`src/rtl/uart_rx_cfg.sv`:
```
// Oversampling UART receiver with runtime parity/stop configuration, error
// flags (parity, framing, break, overrun) and a valid/ready output handshake.
module uart_rx_cfg #(
  parameter int DATA_BITS  = 8,
  parameter int OVERSAMPLE = 16
) (
  input  logic                 clk,
  input  logic                 reset_n,
  input  logic                 tick,
  input  logic                 rx,
  input  logic [1:0]           parity_mode,
  input  logic                 stop_bits,
  input  logic                 rx_ready,
  output logic [DATA_BITS-1:0] rx_data,
  output logic                 rx_valid,
  output logic                 parity_err,
  output logic                 frame_err,
  output logic                 break_det,
  output logic                 overrun
);

  localparam int S_W = $clog2(OVERSAMPLE);
  localparam int N_W = $clog2(DATA_BITS + 1);
  localparam logic [S_W-1:0] S_LAST = S_W'(OVERSAMPLE - 1);
  localparam logic [S_W-1:0] S_MID  = S_W'(OVERSAMPLE / 2 - 1);
  localparam logic [N_W-1:0] N_LAST = N_W'(DATA_BITS - 1);

  typedef enum logic [2:0] {IDLE, START, DATA, PARITY, STOP1, STOP2} state_t;

  state_t               state;
  logic [S_W-1:0]       s;
  logic [N_W-1:0]       n;
  logic [DATA_BITS-1:0] shift;
  logic                 rx_meta, rx_sync;
  logic [1:0]           cfg_par;
  logic                 cfg_stop;
  logic                 par_q, stop1_q, brk_hold;

  logic par_en, at_last, frame_done, stop_first, stop_err, par_calc_err, brk;

  // NOTE: both synchroniser flops reset high so reset release never looks like a start bit.
  always_ff @(posedge clk or negedge reset_n) begin
    if (!reset_n) {rx_sync, rx_meta} <= 2'b11;
    else          {rx_sync, rx_meta} <= {rx_meta, rx};
  end

  // Completion-tick decode; the flags are computed from the frame in flight.
  always_comb begin
    par_en     = (cfg_par == 2'b01) || (cfg_par == 2'b10);
    at_last    = tick && (s == S_LAST);
    frame_done = 1'b0;
    stop_first = stop1_q;
    stop_err   = 1'b0;
    if (at_last && state == STOP1 && !cfg_stop) begin
      frame_done = 1'b1;
      stop_first = rx_sync;
      stop_err   = !rx_sync;
    end
    if (at_last && state == STOP2) begin
      frame_done = 1'b1;
      stop_err   = !stop1_q || !rx_sync;
    end
    par_calc_err = par_en && ((^shift ^ par_q) != (cfg_par == 2'b10));
    brk          = (shift == '0) && !(par_en && par_q) && !stop_first;
  end

  // NOTE: all state here uses non-blocking assignments so every branch sees pre-edge values.
  always_ff @(posedge clk or negedge reset_n) begin
    if (!reset_n) begin
      state      <= IDLE;
      s          <= '0;
      n          <= '0;
      shift      <= '0;
      cfg_par    <= 2'b00;
      cfg_stop   <= 1'b0;
      par_q      <= 1'b0;
      stop1_q    <= 1'b1;
      brk_hold   <= 1'b0;
      rx_data    <= '0;
      rx_valid   <= 1'b0;
      parity_err <= 1'b0;
      frame_err  <= 1'b0;
      break_det  <= 1'b0;
      overrun    <= 1'b0;
    end else begin
      if (rx_valid && rx_ready) begin
        rx_valid   <= 1'b0;
        parity_err <= 1'b0;
        frame_err  <= 1'b0;
        break_det  <= 1'b0;
        overrun    <= 1'b0;
      end
      // A completion overrides the handshake clear in the same cycle.
      if (frame_done) begin
        rx_data    <= shift;
        rx_valid   <= 1'b1;
        parity_err <= par_calc_err;
        frame_err  <= stop_err;
        break_det  <= brk;
        overrun    <= rx_valid && !rx_ready;
        if (brk) brk_hold <= 1'b1;
      end

      if (tick) begin
        case (state)
          IDLE: begin
            if (brk_hold) begin
              if (rx_sync) brk_hold <= 1'b0;
            end else if (!rx_sync) begin
              state <= START;
              s     <= '0;
              n     <= '0;
            end
          end
          START: begin
            if (s == S_MID) begin
              s <= '0;
              if (!rx_sync) begin
                state    <= DATA;
                cfg_par  <= parity_mode;
                cfg_stop <= stop_bits;
              end else begin
                state <= IDLE;
              end
            end else begin
              s <= s + 1'b1;
            end
          end
          DATA: begin
            if (s == S_LAST) begin
              shift <= {rx_sync, shift[DATA_BITS-1:1]};
              s     <= '0;
              if (n == N_LAST) begin
                n     <= '0;
                state <= par_en ? PARITY : STOP1;
              end else begin
                n <= n + 1'b1;
              end
            end else begin
              s <= s + 1'b1;
            end
          end
          PARITY: begin
            if (s == S_LAST) begin
              par_q <= rx_sync;
              s     <= '0;
              state <= STOP1;
            end else begin
              s <= s + 1'b1;
            end
          end
          STOP1: begin
            if (s == S_LAST) begin
              stop1_q <= rx_sync;
              s       <= '0;
              state   <= cfg_stop ? STOP2 : IDLE;
            end else begin
              s <= s + 1'b1;
            end
          end
          STOP2: begin
            if (s == S_LAST) begin
              s     <= '0;
              state <= IDLE;
            end else begin
              s <= s + 1'b1;
            end
          end
          default: state <= IDLE;
        endcase
      end
    end
  end

endmodule

```
`config.mk`:
```
export PLATFORM = sky130hd
export DESIGN_NAME = uart_rx_cfg
export DESIGN_NICKNAME = d
export VERILOG_FILES = /design/src/rtl/uart_rx_cfg.sv
export SDC_FILE = /design/constraint.sdc
export NUM_CORES = 1
export LEC_CHECK = 0
export CORE_MARGIN = 2
export CORE_UTILIZATION = 40
export CTS_BUF_LIST = sky130_fd_sc_hd__clkbuf_4 sky130_fd_sc_hd__clkbuf_8
export CTS_CLUSTER_DIAMETER = 30
export DETAILED_ROUTE_END_ITERATION = 6
export PLACE_DENSITY_LB_ADDON = 0.15
export SKIP_CTS_REPAIR_TIMING = 1
export SLEW_MARGIN = 10
export SYNTH_ARGS = -nofsm -noshare
export SYNTH_HDL_FRONTEND = slang
export SYNTH_SLANG_ARGS = --single-unit
```
`constraint.sdc`:
```
create_clock -name clk -period 3.52 [get_ports clk]
set_clock_uncertainty 0.15 [all_clocks]
set_input_delay 0.704 -clock clk [delete_from_list [all_inputs] [get_ports clk]]
set_output_delay 0.704 -clock clk [all_outputs]
set_load 0.01 [all_outputs]
```
==> flow_metrics.py <==
metrics = {
    "power_and_ir_drop": {
        "peakVddDrop_v": 0.000494,
        "p_per_area_mw_per_mm2": 610,
        "power.leakage_nw": 1.07,
        "fin_total_pwr_mw": 1.46,
    },
    "floorplanning": {
        "die_w_um": 75.1,
        "fp-row-count": 25,
        "die_h_um": 75.1,
        "start_util_pct": 42.2,
        "ios": 21,
        "core_mm2": 0.00479,
        "die_area_mm2": 0.00564,
    },
    "setup_path": {
        "rrSetupSlack_ns": 1.21,
        "reg2regPathDepth": 4,
        "critPathKind": "in2reg",
        "worst_ep_arrival_time_ns": 2.54,
        "reg2reg_to": "n[0]",
        "start_kind": "input pin",
        "cp_max_fo": 7,
        "r2r-start": "state[2]",
        "cp-end-kind": "flop",
        "cp_data_required_time_ns": 3.60,
    },
    "yosys": {
        "synth_nets": 203,
        "synthFlopType": "dfrtp_1",
        "synth_edf_count": 0,
        "synth_top_cell_by_area": "dfrtp_1",
        "ys_types": 47,
        "synth_area_leaders": "dfrtp_1 (46%), mux2_2 (8.4%), ha_1 (4.3%), o21ai_0 (4.0%), dfstp_2 (3.9%)",
        "yosysWarnings": 0,
        "ys_seq_area_share_pct": 49.7,
        "syn_area_per_cell_um2": 10.8,
        "synthesis.area_mm2": 0.00202,
        "synthArstFlopShare_pct": 100,
        "yosysTopAreaCellShare_pct": 45.8,
        "syn_inst": 188,
        "ys_seq_elements": 40,
    },
    "route": {
        "viasPerCell": 5.32,
        "ant_nets": 0,
        "first_pass_iters": 4,
        "drt-initial-drc-count": 69,
        "vias": 1480,
        "drc": 0,
        "wire_per_inst_um": 13.7,
        "wirelength_um": 3800,
    },
    "placement": {
        "dp_hpwl_um": 2700,
        "place_ws_ns": 0.759,
        "place_congestion": 0.851,
        "dp_cells": 270,
        "port_buffers": 20,
        "placed_cell_area_mm2": 0.00228,
    },
    "cts": {
        "clk_latency_ns": 0.29,
        "clk_pin_slew_worst_paths_ns": 0.08,
        "cts-root-buf": "clkbuf_8",
        "cts.path.max_buffers": 2,
        "cts_tree": "done",
        "cts_num_sinks": 40,
        "cts-buffers-inserted": 5,
        "htreeDepth": 2,
    },
    "finish": {
        "antennaDiodeCount": 0,
        "syn_to_final_growth_pct": 18.6,
        "finalNonFillerCells": 278,
        "fin_nets": 225,
        "design_area_mm2": 0.00240,
        "nFillCells": 458,
        "utilization_pct": 50.1,
        "drive_gt1_share_pct": 19.0,
    },
    "sta": {
        "setup_viol": 0,
        "slew-limit-headroom_pct": 41.4,
        "setup-tns-final_ns": 0,
        "fin_crit_sh_pct": 69.9,
        "finalMaxSlewViolations": 0,
        "holdWs_ns": 0.208,
        "fin_crit_ns": 2.46,
        "worst_slack_ns": 1.06,
        "worstMarginPinSlew_ns": 0.878,
        "max_freq_mhz": 406,
        "grt_setup_unrepaired": "no",
        "hold_viol": 0,
    },
    "min_path": {
        "whs_endpoint": "rx_sync",
        "min_path_type": "reg2reg",
        "hold_depth": 0,
        "hp-start": "rx_meta",
    },
    "global_route": {
        "grt_pass1_wl_um": 6520,
        "grt_pass1_vias": 1455,
        "grt_overflow": 0,
        "grt_max_degree": 41,
        "track_usage_pct": 15.4,
        "antenna_found_initial": 0,
    },
    "run_status": {
        "outcome": "finished, final reports clean",
    },
    "run": {
        "drv_cap": 0,
    },
}
## worst max-delay path, stage by stage
cell             delay (ns)
clkdlybuf4s50_1        0.62
nand4_2                0.22
or3b_4                 0.46
a2111oi_4              0.36
o22a_1                 0.18
## cell usage in the layout, fill, tap and decap left out, types with 3 or more instances in the layout
cell | synthesis | final
dfrtp_1 | 37 | 37
clkdlybuf4s50_1 | 0 | 19
nand2_1 | 18 | 18
o21ai_0 | 16 | 16
mux2_2 | 15 | 15
inv_1 | 14 | 14
nor2_1 | 7 | 7
a21oi_1 | 7 | 7
ha_1 | 7 | 7
nand3_1 | 6 | 6
clkbuf_8 | 0 | 6
nor2b_1 | 5 | 5
xnor2_1 | 4 | 4
nand4_1 | 3 | 3
dfstp_2 | 3 | 3
## power breakdown
group | switching (mW) | leakage, nW | total (mW) | internal, mW
clock network | 0.161 | 0.0614 | 0.393 | 0.232
registers | 0.109 | 0.497 | 0.647 | 0.537
logic | 0.217 | 0.512 | 0.423 | 0.206
total | 0.488 | 1.07 | 1.46 | 0.975
## metal layers
layer	routed length [um]	global-route usage, %	up-vias	part of all wire, %
met2	1930	27.2	28	51
met3	132	4.02	6	3.5
met1	1680	18.0	735	44
met4	55	5.56	0	1.4
met5	0	0	-	0
li1	-	-	711	-
## area by class of cell
| type | instances | area (um^2) | area share (%) |
|---|---|---|---|
| flip-flops and latches | 40 | 1000 | 41.9 |
| inverters | 14 | 52.6 | 2.19 |
| clock buffers | 6 | 82.6 | 3.44 |
| multi-input cells | 128 | 932 | 38.9 |
| repair buffers | 21 | 203 | 8.46 |
| clock inverters | 2 | 38.8 | 1.62 |
| well taps | 67 | 83.8 | 3.50 |
## worst max path at each step
stage,depth (start not counted),endpoint,startpoint
floorplan,4,rx_data[0],tick
global placement,5,brk_hold,tick
finish,5,brk_hold,tick
CTS,5,brk_hold,tick
detailed placement,5,brk_hold,tick
global route,5,brk_hold,tick
## cells by family (layout without fill, tap and decap cells)
logic type                 count (synthesis)  after routing  share of synthesized area, %
DFF                                       40             40                          49.7
adders and majority gates                  7              7                          4.33
buffers and inverters                     20             43                          4.21
muxes                                     17             17                          9.34
AOI/OAI and AO/OA                         42             42                          14.6
xor gates and xnor gates                   5              5                          2.17
and+or+nand+nor                           57             57                          15.7
## flip-flops by register name, summed over array words and instances, names as in the netlist, 2 cells and up
| register | cells |
|---|---|
| shift | 8 |
| n | 4 |
| rx_data | 8 |
| state | 3 |
| cfg_par | 2 |
| s | 4 |
## cell usage after synthesis (3+ instances only)
library cell,count
a21oi_1,7
buf_2,5
dfrtp_1,37
dfstp_2,3
ha_1,7
inv_1,14
mux2_2,15
nand2_1,18
nand3_1,6
nand4_1,3
nor2_1,7
nor2b_1,5
o21ai_0,16
xnor2_1,4
(Power assumes the default switching activity.)
